$ cat config.mk
export PLATFORM = sky130hd
export DESIGN_NAME = reorder_buffer_flat
export DESIGN_NICKNAME = d
export VERILOG_FILES = /design/src/rtl/rob_pkg.sv /design/src/rtl/reorder_buffer_if.sv /design/src/rtl/rob_perf_counters.sv /design/src/rtl/reorder_buffer.sv /design/src/flat_wrapper.sv
export SDC_FILE = /design/constraint.sdc
export NUM_CORES = 1
export LEC_CHECK = 0
export CAP_MARGIN = 0
export CORE_MARGIN = 2
export CORE_UTILIZATION = 55
export DETAILED_ROUTE_END_ITERATION = 12
export GPL_TIMING_DRIVEN = 1
export PLACE_DENSITY_LB_ADDON = 0.2
export SYNTH_ARGS = -nofsm -noshare
export SYNTH_HDL_FRONTEND = slang
export SYNTH_HIERARCHICAL = 1
export SYNTH_SLANG_ARGS = --single-unit
$ cat constraint.sdc
create_clock -name clk -period 11.4 [get_ports clk]
set_clock_uncertainty 0.1 [all_clocks]
set_input_delay 3.42 -clock clk [delete_from_list [all_inputs] [get_ports clk]]
set_output_delay 3.42 -clock clk [all_outputs]
set_load 0.03 [all_outputs]
$ cat src/rtl/rob_pkg.sv
// rob_pkg: shared constants, tag type and entry layout for the reorder buffer.
package rob_pkg;
  localparam int ROB_DEPTH = 16;
  localparam int ROB_PREG_W = 7;
  localparam int ROB_TAG_W = $clog2(ROB_DEPTH);
  typedef logic [ROB_TAG_W-1:0] rob_tag_t;
  typedef struct packed {
    logic                  valid;
    logic                  done;
    logic                  rd_wen;
    logic [ROB_PREG_W-1:0] pd_old;
  } rob_entry_t;
endpackage

$ cat src/rtl/reorder_buffer_if.sv
// reorder_buffer_if: dispatch, completion, commit and status signals of the reorder buffer.
// The master side (dispatch/FUs) drives requests; the slave side is the buffer itself.
interface reorder_buffer_if import rob_pkg::*; #(
  parameter int DEPTH = ROB_DEPTH,
  parameter int TAG_W = $clog2(DEPTH),
  parameter int PREG_W = ROB_PREG_W
);
  logic              alloc_valid_in;
  logic              alloc_ready_out;
  logic [PREG_W-1:0] alloc_pd_old;
  logic              alloc_rd_wen;
  logic [TAG_W-1:0]  alloc_tag_out;
  logic              alu_done_valid;
  logic              b_done_valid;
  logic              mem_done_valid;
  logic [TAG_W-1:0]  alu_done_tag;
  logic [TAG_W-1:0]  b_done_tag;
  logic [TAG_W-1:0]  mem_done_tag;
  logic              b_mispredict;
  logic              commit_valid_out;
  logic [TAG_W-1:0]  commit_tag_out;
  logic              commit_free_out;
  logic [PREG_W-1:0] commit_pd_old;
  logic [TAG_W-1:0]  curr_rob_tag;
  logic              empty_out;
  logic              full_out;
  logic [31:0]       perf_commit_cnt;
  logic [31:0]       perf_flush_cnt;
  modport master (
    output alloc_valid_in, alloc_pd_old, alloc_rd_wen,
    output alu_done_valid, b_done_valid, mem_done_valid,
    output alu_done_tag, b_done_tag, mem_done_tag, b_mispredict,
    input  alloc_ready_out, alloc_tag_out,
    input  commit_valid_out, commit_tag_out, commit_free_out, commit_pd_old,
    input  curr_rob_tag, empty_out, full_out, perf_commit_cnt, perf_flush_cnt
  );
  modport slave (
    input  alloc_valid_in, alloc_pd_old, alloc_rd_wen,
    input  alu_done_valid, b_done_valid, mem_done_valid,
    input  alu_done_tag, b_done_tag, mem_done_tag, b_mispredict,
    output alloc_ready_out, alloc_tag_out,
    output commit_valid_out, commit_tag_out, commit_free_out, commit_pd_old,
    output curr_rob_tag, empty_out, full_out, perf_commit_cnt, perf_flush_cnt
  );
endinterface

$ cat src/rtl/rob_perf_counters.sv
// rob_perf_counters: 32-bit wrapping commit and flush event counters.
module rob_perf_counters (
  input  logic        clk,
  input  logic        reset,
  input  logic        commit_i,
  input  logic        flush_i,
  output logic [31:0] commit_cnt_o,
  output logic [31:0] flush_cnt_o
);
  logic [31:0] commit_cnt_q, commit_cnt_d, flush_cnt_q, flush_cnt_d;
  always_comb begin
    commit_cnt_d = commit_cnt_q + 32'(commit_i);
    flush_cnt_d = flush_cnt_q + 32'(flush_i);
  end
  always_ff @(posedge clk) begin
    if (!reset) begin
      commit_cnt_q <= '0;
      flush_cnt_q <= '0;
    end else begin
      commit_cnt_q <= commit_cnt_d;
      flush_cnt_q <= flush_cnt_d;
    end
  end
  assign commit_cnt_o = commit_cnt_q;
  assign flush_cnt_o = flush_cnt_q;
endmodule

$ cat src/rtl/reorder_buffer.sv
// reorder_buffer: in-order retirement tracker with mispredict squash; reset is sync active-low.
// Define ROB_PERF_EN to add commit/flush performance counters.
module reorder_buffer import rob_pkg::*; #(
  parameter int DEPTH = ROB_DEPTH,
  parameter int TAG_W = $clog2(DEPTH),
  parameter int PREG_W = ROB_PREG_W
) (
  input logic             clk,
  input logic             reset,
  reorder_buffer_if.slave rob
);
  rob_entry_t       mem_q [DEPTH];
  rob_entry_t       mem_d [DEPTH];
  rob_entry_t       head_e;
  logic [TAG_W-1:0] head_q, head_d, tail_q, tail_d, b_off;
  logic [TAG_W:0]   count_q, count_d;
  logic             flush, alloc_fire, commit;
  assign head_e = mem_q[head_q];
  assign flush = rob.b_done_valid & rob.b_mispredict;
  assign rob.alloc_ready_out = reset & ~count_q[TAG_W] & ~flush;
  assign alloc_fire = rob.alloc_valid_in & rob.alloc_ready_out;
  assign commit = reset & head_e.valid & head_e.done;
  assign b_off = rob.b_done_tag - head_q;
  always_comb begin
    mem_d = mem_q;
    for (int i = 0; i < DEPTH; i++) begin
      if (mem_q[i].valid && ((rob.alu_done_valid && rob.alu_done_tag == TAG_W'(i)) ||
                             (rob.b_done_valid && rob.b_done_tag == TAG_W'(i)) ||
                             (rob.mem_done_valid && rob.mem_done_tag == TAG_W'(i))))
        mem_d[i].done = 1'b1;
      // age is distance from head, so squash overrides same-cycle completions
      if (flush && TAG_W'(TAG_W'(i) - head_q) > b_off)
        mem_d[i] = '0;
    end
    if (commit)
      mem_d[head_q].valid = 1'b0;
    if (alloc_fire)
      mem_d[tail_q] = '{valid: 1'b1, done: 1'b0, rd_wen: rob.alloc_rd_wen, pd_old: rob.alloc_pd_old};
    head_d = head_q + TAG_W'(commit);
    tail_d = flush ? rob.b_done_tag + TAG_W'(1) : tail_q + TAG_W'(alloc_fire);
    count_d = flush ? {1'b0, b_off} + (TAG_W+1)'(1) - (TAG_W+1)'(commit)
                    : count_q + (TAG_W+1)'(alloc_fire) - (TAG_W+1)'(commit);
  end
  always_ff @(posedge clk) begin
    if (!reset) begin
      head_q <= '0;
      tail_q <= '0;
      count_q <= '0;
      for (int i = 0; i < DEPTH; i++) mem_q[i] <= '0;
    end else begin
      head_q <= head_d;
      tail_q <= tail_d;
      count_q <= count_d;
      mem_q <= mem_d;
    end
  end
  assign rob.alloc_tag_out = tail_q;
  assign rob.commit_valid_out = commit;
  assign rob.commit_tag_out = head_q;
  assign rob.commit_free_out = commit & head_e.rd_wen;
  assign rob.commit_pd_old = commit ? head_e.pd_old : '0;
  assign rob.curr_rob_tag = head_q;
  assign rob.empty_out = count_q == '0;
  assign rob.full_out = count_q[TAG_W];
`ifdef ROB_PERF_EN
  rob_perf_counters u_perf (
    .clk          (clk),
    .reset        (reset),
    .commit_i     (commit),
    .flush_i      (flush & reset),
    .commit_cnt_o (rob.perf_commit_cnt),
    .flush_cnt_o  (rob.perf_flush_cnt)
  );
`else
  assign rob.perf_commit_cnt = '0;
  assign rob.perf_flush_cnt = '0;
`endif
endmodule

$ cat src/flat_wrapper.sv
// flat-port wrapper written by rule: the top's interface ports become plain ports
module reorder_buffer_flat import rob_pkg::*;
#(
  parameter int DEPTH = ROB_DEPTH,
  parameter int TAG_W = $clog2(DEPTH),
  parameter int PREG_W = ROB_PREG_W
)
  (clk, reset, rob_alloc_valid_in, rob_alloc_pd_old, rob_alloc_rd_wen, rob_alu_done_valid, rob_b_done_valid, rob_mem_done_valid, rob_alu_done_tag, rob_b_done_tag, rob_mem_done_tag, rob_b_mispredict, rob_alloc_ready_out, rob_alloc_tag_out, rob_commit_valid_out, rob_commit_tag_out, rob_commit_free_out, rob_commit_pd_old, rob_curr_rob_tag, rob_empty_out, rob_full_out, rob_perf_commit_cnt, rob_perf_flush_cnt);
  reorder_buffer_if #(.DEPTH(DEPTH), .TAG_W(TAG_W), .PREG_W(PREG_W)) rob_i ();
  input logic clk;
  input logic reset;
  input wire logic [$bits(rob_i.alloc_valid_in)-1:0] rob_alloc_valid_in;
  input wire logic [$bits(rob_i.alloc_pd_old)-1:0] rob_alloc_pd_old;
  input wire logic [$bits(rob_i.alloc_rd_wen)-1:0] rob_alloc_rd_wen;
  input wire logic [$bits(rob_i.alu_done_valid)-1:0] rob_alu_done_valid;
  input wire logic [$bits(rob_i.b_done_valid)-1:0] rob_b_done_valid;
  input wire logic [$bits(rob_i.mem_done_valid)-1:0] rob_mem_done_valid;
  input wire logic [$bits(rob_i.alu_done_tag)-1:0] rob_alu_done_tag;
  input wire logic [$bits(rob_i.b_done_tag)-1:0] rob_b_done_tag;
  input wire logic [$bits(rob_i.mem_done_tag)-1:0] rob_mem_done_tag;
  input wire logic [$bits(rob_i.b_mispredict)-1:0] rob_b_mispredict;
  output wire logic [$bits(rob_i.alloc_ready_out)-1:0] rob_alloc_ready_out;
  output wire logic [$bits(rob_i.alloc_tag_out)-1:0] rob_alloc_tag_out;
  output wire logic [$bits(rob_i.commit_valid_out)-1:0] rob_commit_valid_out;
  output wire logic [$bits(rob_i.commit_tag_out)-1:0] rob_commit_tag_out;
  output wire logic [$bits(rob_i.commit_free_out)-1:0] rob_commit_free_out;
  output wire logic [$bits(rob_i.commit_pd_old)-1:0] rob_commit_pd_old;
  output wire logic [$bits(rob_i.curr_rob_tag)-1:0] rob_curr_rob_tag;
  output wire logic [$bits(rob_i.empty_out)-1:0] rob_empty_out;
  output wire logic [$bits(rob_i.full_out)-1:0] rob_full_out;
  output wire logic [$bits(rob_i.perf_commit_cnt)-1:0] rob_perf_commit_cnt;
  output wire logic [$bits(rob_i.perf_flush_cnt)-1:0] rob_perf_flush_cnt;
  assign rob_i.alloc_valid_in = rob_alloc_valid_in;
  assign rob_i.alloc_pd_old = rob_alloc_pd_old;
  assign rob_i.alloc_rd_wen = rob_alloc_rd_wen;
  assign rob_i.alu_done_valid = rob_alu_done_valid;
  assign rob_i.b_done_valid = rob_b_done_valid;
  assign rob_i.mem_done_valid = rob_mem_done_valid;
  assign rob_i.alu_done_tag = rob_alu_done_tag;
  assign rob_i.b_done_tag = rob_b_done_tag;
  assign rob_i.mem_done_tag = rob_mem_done_tag;
  assign rob_i.b_mispredict = rob_b_mispredict;
  assign rob_alloc_ready_out = rob_i.alloc_ready_out;
  assign rob_alloc_tag_out = rob_i.alloc_tag_out;
  assign rob_commit_valid_out = rob_i.commit_valid_out;
  assign rob_commit_tag_out = rob_i.commit_tag_out;
  assign rob_commit_free_out = rob_i.commit_free_out;
  assign rob_commit_pd_old = rob_i.commit_pd_old;
  assign rob_curr_rob_tag = rob_i.curr_rob_tag;
  assign rob_empty_out = rob_i.empty_out;
  assign rob_full_out = rob_i.full_out;
  assign rob_perf_commit_cnt = rob_i.perf_commit_cnt;
  assign rob_perf_flush_cnt = rob_i.perf_flush_cnt;
  reorder_buffer #(.DEPTH(DEPTH), .TAG_W(TAG_W), .PREG_W(PREG_W)) u_core (.clk(clk), .reset(reset), .rob(rob_i));
endmodule
==> results.toml, run 1 <==
[outcome]
status = "finished, final reports clean"

[worst_setup_path]
path_delay_family = "buffers and inverters"
reg2reg_slack_ns = 6.75
path_cells = "buf_2, buf_4, nand3_1, o22ai_1, a21o_1, and2_1, clkdlybuf4s50_1"
crit_buf_inv = 3
r2r_end = "u_core/mem_q[39]"
crit_arrival_ns = 5.82
reg2reg_depth = 12
crit_cells = 7
crit_type = "input pin to primary output"
required_ns = 7.88
cp-start-kind = "input pin"
crit_fanout = 50
cp-end-kind = "primary output"
slowest_delay_ns = 0.68
r2r_start = "u_core/rob.commit_tag_out[0]"
crit_slowest_cell = "clkdlybuf4s50_1"

[die]
dieArea_um2 = 19210
die_w_um = 138.6
num_rows = 49
chipHeight_um = 138.6
io_pins = 115
initial_core_util_pct = 55.87
core_area_um2 = 17840

[yosys]
synth-edff-count = 0
syn-mean-instance-area_um2 = 8.891
synth_cell_types = 86
synth_seq_cells = 173
seq_area_frac_synth_pct = 34.75
netlist_area_um2 = 9967
async_flop_share_pct = 0
ys_warn_count = 6
synth_cells = 1121
ys.flop_type = "dfxtp_1"

[hold_path]
worstHoldStart = "u_core/mem_q[136]"
worst_hold_path_type = "flop to flop"
worstHoldEndpoint = "u_core/mem_q[136]"
hold-path-cell-count = 2

[finish]
drive_above_1_share_pct = 10.13
area_growth_pct = 8.712
final_cell_mix = "171 x dfxtp_1, 153 x nand2_1, 81 x nand3_1"
diodes = 0
final_common_cell = "dfxtp_1"
design_area_um2 = 10840
n_fill_cell = 1554
layout.nets = 1212

[timing]
hold_viol = 0
fin_crit_sh_pct = 81.97
max_slew_margin_pct = 32.47
setup_slack_ns = 2.055
worstMarginPinSlew_ns = 1.009
setup_viol = 0
grt_setup_unrepaired = "false"
period_minus_slack_ns = 9.345
fmax_mhz = 107.0
final.setup.tns_ns = 0
slew_viol_final = 0

[drt]
vias_per_cell = 6.335
routed_wl_um = 29450
drtIter0Drc = 1231
first_pass_iters = 5
vias = 8704
postRouteAntennaNets = 0
drc_errors = 0
wl_per_cell_um = 21.43

[grt]
antenna_found_initial = 0
grt_pass1_wl_um = 45260
grt_pass1_vias = 7776
track_usage_pct = 30.20
overflow = 0
grt_max_degree = 56

[clock_tree]
cts_resized = 0
insertion_delay_ns = 0.43
post_cts_buffers = 0
cts_num_sinks = 173
cts_root_buf = "clkbuf_16"
cts.reportedPaths.clkPinSlew_ns = 0.06
cts_tree = "yes"
htreeDepth = 4
cts_max_path_buffers = 2
cts_hold_buf = 0
cts_buffers = 17

[placed_design]
dp_hpwl_um = 19930
dpl_worst_slack_ns = 2.151
portBuffers = 50
gp_congestion = 0.9440
placed_cell_area_um2 = 10270

[flow_run]
drv_cap = 0

[power]
p_int_mw = 0.9850
seqPwrFrac_pct = 45.0
leakagePower_nw = 3.970
pwr-share-clk_pct = 40.3
p_total_mw = 1.400
ir_drop_v = 0.0001170
power_density_nw_per_um2 = 129.2
swShare_pct = 29.62
power.switching_mw = 0.4146
comb_power_share_pct = 14.7
-- cell type report --
cell class	instances	area (um2)	share of cell area (%)
Clock buffer	18	429.2	3.961
Clock inverter	13	135.1	1.247
Inverter	35	131.4	1.212
Multi-Input combinational cell	850	5847	53.96
Sequential cell	173	3466	31.99
Tap cell	229	286.5	2.644
Timing Repair Buffer	56	540.5	4.988
-- stage by stage --
stage | hold WS, ns | utilization, % | std cells
3_5_place_dp | 0.3457 | 57.57 | 1343
6_report | 0.3632 | 60.73 | 1374
5_1_grt | 0.3805 | 60.73 | 1374
2_1_floorplan | 0.3321 | - | 1184
3_3_place_gp | 0.3391 | 57.57 | 1343
4_1_cts | 0.3581 | 60.73 | 1374
-- routing by layer --
layer / share of wire, % / vias to the layer above / GRT usage [%]
met5: 0 / - / 0
met4: 1.9 / 0 / 8.081
met3: 11 / 51 / 7.424
met2: 44 / 543 / 45.67
met1: 44 / 4152 / 43.58
li1: - / 3958 / -
-- sequential cells by signal, indices dropped and copies added (netlist names) --
signal / count
u_core/rob.alloc_tag_out: 4
u_core/count_q: 5
u_core/mem_q: 160
u_core/rob.commit_tag_out: 4
-- power by group through the flow --
stage          Clock [mW]  Sequential, mW  Combinational (mW)
3_3_place_gp            0           0.643               0.199
3_5_place_dp            0           0.643               0.199
5_1_grt             0.594           0.631               0.219
4_1_cts             0.569           0.629               0.200
6_report            0.565           0.630               0.205
2_1_floorplan           0           0.642               0.155
-- cell families (layout without fill, tap and decap cells) --
logic type | Yosys count | count (layout) | synth area share (%)
AND/OR/NAND/NOR | 403 | 403 | 19.53
AO/OA/AOI/OAI | 259 | 259 | 17.73
flip-flops | 173 | 173 | 34.75
buffers and inverters | 161 | 122 | 8.963
adder cells (fa/ha/maj) | 52 | 52 | 6.678
multiplexers | 51 | 51 | 10.39
XOR/XNOR | 21 | 21 | 1.921
other | 1 | 64 | 0.03762
-- cells in the mapped netlist, types with 3 or more instances --
library cell | number | area [um2]
nor2_1 | 61 | 229.0
a211oi_1 | 10 | 75.07
nor3_1 | 12 | 60.06
nand2b_1 | 3 | 18.77
a22o_1 | 16 | 140.1
a21oi_1 | 61 | 305.3
clkbuf_1 | 31 | 116.4
o21ai_0 | 38 | 190.2
nand3_1 | 81 | 405.4
dfxtp_1 | 173 | 3463
buf_2 | 21 | 105.1
o211ai_1 | 4 | 30.03
o22ai_1 | 37 | 231.5
a311o_1 | 3 | 30.03
or3_1 | 3 | 18.77
a21oi_2 | 3 | 26.28
a31o_2 | 10 | 87.58
mux4_2 | 42 | 945.9
o31ai_1 | 3 | 22.52
inv_1 | 32 | 120.1
a32oi_1 | 7 | 61.31
xnor2_1 | 14 | 122.6
o21ai_1 | 7 | 35.03
a2bb2oi_1 | 8 | 70.07
and2_1 | 22 | 137.6
nand3b_1 | 8 | 60.06
buf_1 | 5 | 18.77
nand4_1 | 8 | 50.05
a21boi_0 | 5 | 37.54
nor4_1 | 3 | 18.77
buf_4 | 68 | 510.5
nor2b_1 | 13 | 81.33
a32o_1 | 9 | 90.09
xor2_1 | 6 | 52.55
ha_1 | 50 | 625.6
a22oi_1 | 5 | 37.54
nand2_1 | 153 | 574.3
a21o_1 | 3 | 22.52
and3_1 | 12 | 75.07
nor3b_1 | 6 | 45.04
a31oi_1 | 6 | 37.54
mux2i_1 | 9 | 90.09
-- worst register-to-register path: cells and delay by family (launching register included) --
kind | cells | cell delay [ns]
AOI/OAI and AO/OA | 5 | 1.42
xor gates and xnor gates | 1 | 0.25
adders and majority gates | 3 | 1.16
buffers and inverters | 3 | 0.96
DFF | 1 | 0.69
-- how the worst max path moves through the flow --
stage / startpoint / endpoint / slack (ns)
floorplan: reset / rob_commit_free_out / 3.20
global placement: reset / rob_commit_pd_old[2] / 2.21
detailed placement: reset / rob_commit_pd_old[6] / 2.15
CTS: reset / rob_commit_pd_old[6] / 2.13
global route: reset / rob_commit_pd_old[6] / 1.99
finish: reset / rob_commit_pd_old[6] / 2.06
Power figures use the tool's default switching activity.
==> run 2, diff against run 1 <==
clock period = 8.8 ns   (was 11.4 ns; I/O delays follow)
==> run 2 against run 1 <==
  * Worst hold slack lost 0.0021 ns
  * Sequential cell count is the same
  * Die area unchanged
  * Via count down 1.8%
  * Sequential share of layout area about the same
  * Register-to-register slack got worse by 2.5 ns
  * Final cell count rose by 0.15%
  * Highest routed layer unchanged
  * First-iteration DRC count down 16%
  * Setup slack worse by 0.52 ns
  * Final area rose by 0.10%
==> results.toml, run 2 (synthesis gave the netlist of run 1 again) <==
[power]
leakagePower_nw = 3.982
power_density_nw_per_um2 = 166.8
ir_drop_v = 0.0001529

[placed_design]
gp_congestion = 0.9478
dp_hpwl_um = 20200
portBuffers = 50
dpl_worst_slack_ns = 1.561
placed_cell_area_um2 = 10280

[grt]
grt_pass1_vias = 7687
antenna_found_initial = 1
track_usage_pct = 29.99
grt_pass1_wl_um = 44660
grt_max_degree = 49
overflow = 0

[timing]
setup_viol = 0
setup_slack_ns = 1.534
slew_viol_final = 0
final.setup.tns_ns = 0
period_minus_slack_ns = 7.266
fin_crit_sh_pct = 82.56
fmax_mhz = 137.6
worstMarginPinSlew_ns = 1.016
holdWs_ns = 0.3611
grt_setup_unrepaired = "false"
hold_viol = 0
max_slew_margin_pct = 32.11

[drt]
drtIter0Drc = 1039
met3_length_um = 3015
postRouteAntennaNets = 0
routed_wl_um = 29040
vias_per_cell = 6.209
route.met2.wl_um = 12650
m1WireLength_um = 12690
wl_per_cell_um = 21.10
drc_errors = 0
vias = 8544
first_pass_iters = 7
highest_layer = "met4"

[worst_setup_path]
slowest_delay_ns = 0.75
path_delay_family = "buffers and inverters"
r2r_start = "u_core/rob.commit_tag_out[2]"
crit_arrival_ns = 4.53
cp-start-kind = "input pin"
required_ns = 6.06
crit_type = "input pin to primary output"
cp_common_cell = "clkdlybuf4s50_1"
crit_buf_inv = 2
cp-startpoint = "rob_b_done_valid"
crit_slowest_cell = "clkdlybuf4s50_1"
cp-end-kind = "primary output"
crit_fanout = 20
path_cells = "clkdlybuf4s50_1, a21bo_2, nor2_1, clkdlybuf4s50_1"

[finish]
top_regs = "u_core/mem_q: 160 flops, u_core/count_q: 5 flops"
final_cell_mix = "171 x dfxtp_1, 153 x nand2_1, 81 x nand3_1"
multi_input_area_um2 = 5847
n_fill_cell = 1594
layout.nets = 1213
largest_reg_flops = 160
drive_above_1_share_pct = 10.21
design_area_um2 = 10850
final-seq-area_um2 = 3466
area_growth_pct = 8.825
final_common_cell = "dfxtp_1"
top_register = "u_core/mem_q"

[die]
num_rows = 49
core_area_um2 = 17840
initial_core_util_pct = 55.87
dieArea_um2 = 19210
die_w_um = 138.6
io_pins = 115
chipHeight_um = 138.6

[clock_tree]
cts_max_path_buffers = 2
insertion_delay_ns = 0.43
cts_tree = "yes"
cts.reportedPaths.clkPinSlew_ns = 0.07
cts_hold_buf = 0
cts_buffers = 17
cts_root_buf = "clkbuf_16"
cts_resized = 0
cts_num_sinks = 173
post_cts_buffers = 0
htreeDepth = 4

[flow_run]
drv_cap = 0

[hold_path]
worst_hold_path_type = "flop to flop"
worstHoldStart = "u_core/mem_q[140]"

[outcome]
status = "finished, final reports clean"
==> run 2: worst register-to-register path, stage by stage (launching register included) <==
cell and delay (ns):
dfxtp_2 0.56, clkinv_1 0.51, ha_1 0.61, nand3b_1 0.13
a22oi_1 0.59, nor2_1 0.34, ha_1 0.42, a2111oi_0 0.46
a311o_1 0.36, nor2_4 0.12, a32o_1 0.27
==> run 2: layout make-up <==
cell class              count  area share, %
diodes                      1        0.02307
repair buffers             57          5.052
multi-input cells         850          53.90
flip-flops and latches    173          31.95
clock buffers              19          4.084
well taps                 229          2.642
inverters                  35          1.211
clock inverters            12          1.130
==> run 2: final timing paths <==
check	endpoint	slack [ns]	cells past startpoint
worst max-delay path	rob_alloc_ready_out	1.53	4
worst min-delay path	u_core/mem_q[140]	0.36	2
worst max register to register	u_core/mem_q[51]	4.23	10
worst min register to register	u_core/mem_q[140]	0.36	2
==> run 2: per-stage QoR <==
step / utilization, % / cells / power [mW]
finish: 60.80 / 1376 / 1.809
global placement: 57.61 / 1344 / 1.089
floorplan: - / 1184 / 1.034
CTS: 60.78 / 1375 / 1.812
detailed placement: 57.61 / 1344 / 1.091
global route: 60.80 / 1376 / 1.870
==> run 2: power breakdown <==
part / switching [mW] / internal, mW / total, mW / leakage (nW)
combinational: 0.182 / 0.0835 / 0.265 / 2.31
sequential: 0.0177 / 0.797 / 0.815 / 1.40
clock: 0.348 / 0.381 / 0.729 / 0.271
total: 0.547 / 1.26 / 1.81 / 3.98
==> run 2: per-layer routing <==
layer / vias to the layer above / track usage, %
met2: 470 / 45.08
met3: 55 / 6.630
met1: 4040 / 43.24
li1: 3979 / -
met5: - / 0
met4: 0 / 9.835
==> run 3, diff against run 2 <==
CORE_UTILIZATION = 52   (was 55)
clock period = 6.17 ns   (was 8.8 ns; I/O delays follow)
==> run 3 against run 2 <==
  * Clock-buffer cell count unchanged
  * Setup slack worse by 0.65 ns
  * Power grew 46%
  * Sequential power is 42% higher
  * Critical endpoint unchanged
  * Largest cell class unchanged
  * Highest routed layer unchanged
==> results.toml, run 3 (synthesis gave the netlist of run 1 again) <==
[timing]
slew_viol_final = 0
fin_crit_sh_pct = 85.74
period_minus_slack_ns = 5.290
hold_viol = 0
setup_viol = 0
final.setup.tns_ns = 0
grt_setup_unrepaired = "false"
worstMarginPinSlew_ns = 0.8458
fmax_mhz = 189.0
max_slew_margin_pct = 43.61

[finish]
design_area_um2 = 10940
final_cell_mix = "171 x dfxtp_1, 153 x nand2_1, 81 x nand3_1"
top_regs = "u_core/mem_q: 160 flops, u_core/count_q: 5 flops"
largest_reg_flops = 160
area_growth_pct = 9.792
diodes = 0
layout.nets = 1224
drive_above_1_share_pct = 11.84
final_common_cell = "dfxtp_1"
top_register = "u_core/mem_q"

[die]
initial_core_util_pct = 53.11
num_rows = 50
dieArea_um2 = 20290
die_w_um = 142.4
core_area_um2 = 18770
chipHeight_um = 142.4
io_pins = 115

[clock_tree]
post_cts_buffers = 0
cts_num_sinks = 173
cts_max_path_buffers = 2
cts_resized = 0
cts_root_buf = "clkbuf_16"
cts_buffers = 17
htreeDepth = 4
cts_tree = "yes"
cts.reportedPaths.clkPinSlew_ns = 0.07
insertion_delay_ns = 0.43
cts_hold_buf = 0

[grt]
antenna_found_initial = 0
track_usage_pct = 29.46
grt_max_degree = 34
grt_pass1_wl_um = 45420
grt_pass1_vias = 7783
overflow = 0

[power]
seqPwrFrac_pct = 44.0
power_density_nw_per_um2 = 241.6
p_total_mw = 2.643
pwr-share-clk_pct = 41.6
comb_power_share_pct = 14.4
ir_drop_v = 0.0002095
p_int_mw = 1.878
swShare_pct = 28.95
leakagePower_nw = 4.075
power.switching_mw = 0.7652

[drt]
drtIter0Drc = 827
vias = 8616
first_pass_iters = 5
wl_per_cell_um = 21.28
drc_errors = 0
routed_wl_um = 29600
vias_per_cell = 6.194
postRouteAntennaNets = 0

[worst_setup_path]
cp-end-kind = "primary output"
required_ns = 4.22
r2r_start = "u_core/rob.commit_tag_out[0]"
crit_arrival_ns = 3.34
crit_type = "input pin to primary output"
reg2reg_slack_ns = 1.96
r2r_end = "u_core/mem_q[80]"
cp-start-kind = "input pin"
crit_fanout = 4
reg2reg_depth = 12

[hold_path]
worst_hold_path_type = "flop to flop"
hold-path-cell-count = 2
worstHoldEndpoint = "u_core/mem_q[150]"
worstHoldStart = "u_core/mem_q[150]"

[placed_design]
dp_hpwl_um = 21190
gp_congestion = 0.9835
placed_cell_area_um2 = 10340
portBuffers = 50

[flow_run]
drv_cap = 0

[outcome]
status = "finished, final reports clean"
## run 3: cell count changes in the layout (fill, tap and decap cells not counted)
| cell | previous run | this run |
|---|---|---|
| buf_4 | 7 | 27 |
| clkdlybuf4s50_1 | 49 | 40 |
| bufinv_16 | 0 | 2 |
| inv_6 | 5 | 3 |
| clkinv_2 | 0 | 1 |
| clkinv_4 | 1 | 2 |
| clkinv_8 | 2 | 1 |
| clkinvlp_4 | 2 | 1 |
| diode_2 | 1 | 0 |
## run 3: cell type report
| class | instances | area (um2) |
|---|---|---|
| Fill cell | 1691 | 7825 |
| Multi-Input combinational cell | 850 | 5847 |
| Sequential cell | 173 | 3466 |
| Timing Repair Buffer | 68 | 608.1 |
| Clock buffer | 19 | 442.9 |
| Tap cell | 234 | 292.8 |
| Clock inverter | 12 | 155.1 |
| Inverter | 35 | 131.4 |
## run 3: per-stage QoR
stage	setup WS (ns)	util, %	std cells	hold WS, ns
floorplan	1.105	-	1184	0.3321
global placement	0.6767	55.12	1360	0.3400
detailed placement	0.6935	55.12	1360	0.3482
CTS	0.8799	58.31	1391	0.3574
global route	0.8272	58.31	1391	0.3689
finish	0.8796	58.31	1391	0.3574
## run 3: per-layer routing
layer  track usage (%)  vias up  wire, um
met5                 0        -         0
met4             9.328        0       524
met3             5.585       44      2610
met2             43.27      445     13090
met1             43.71     4146     13370
li1                  -     3981         -
## run 3: worst max path at each step
stage | startpoint | to | slack (ns) | cells past startpoint
floorplan | reset | rob_commit_free_out | 1.11 | 6
global placement | rob_b_done_tag[0] | u_core/mem_q[50] | 0.68 | 11
detailed placement | rob_b_done_tag[0] | u_core/mem_q[80] | 0.69 | 13
CTS | rob_b_mispredict | rob_alloc_ready_out | 0.88 | 4
global route | rob_b_done_tag[0] | u_core/mem_q[52] | 0.83 | 11
finish | rob_b_mispredict | rob_alloc_ready_out | 0.88 | 4
## run 3: worst max-delay path, stage by stage
cell	delay, ns
clkdlybuf4s50_1	0.49
a21bo_2	0.25
nor2_1	0.08
clkdlybuf4s50_1	0.67
## run 3: power by group through the flow
stage                     combinational (mW)  sequential, mW  clock, mW
after global placement                 0.371            1.19          0
final                                  0.381            1.16       1.10
after CTS                              0.374            1.16       1.11
after global routing                   0.410            1.17       1.15
after floorplan                        0.287            1.19          0
after detailed placement               0.373            1.19          0
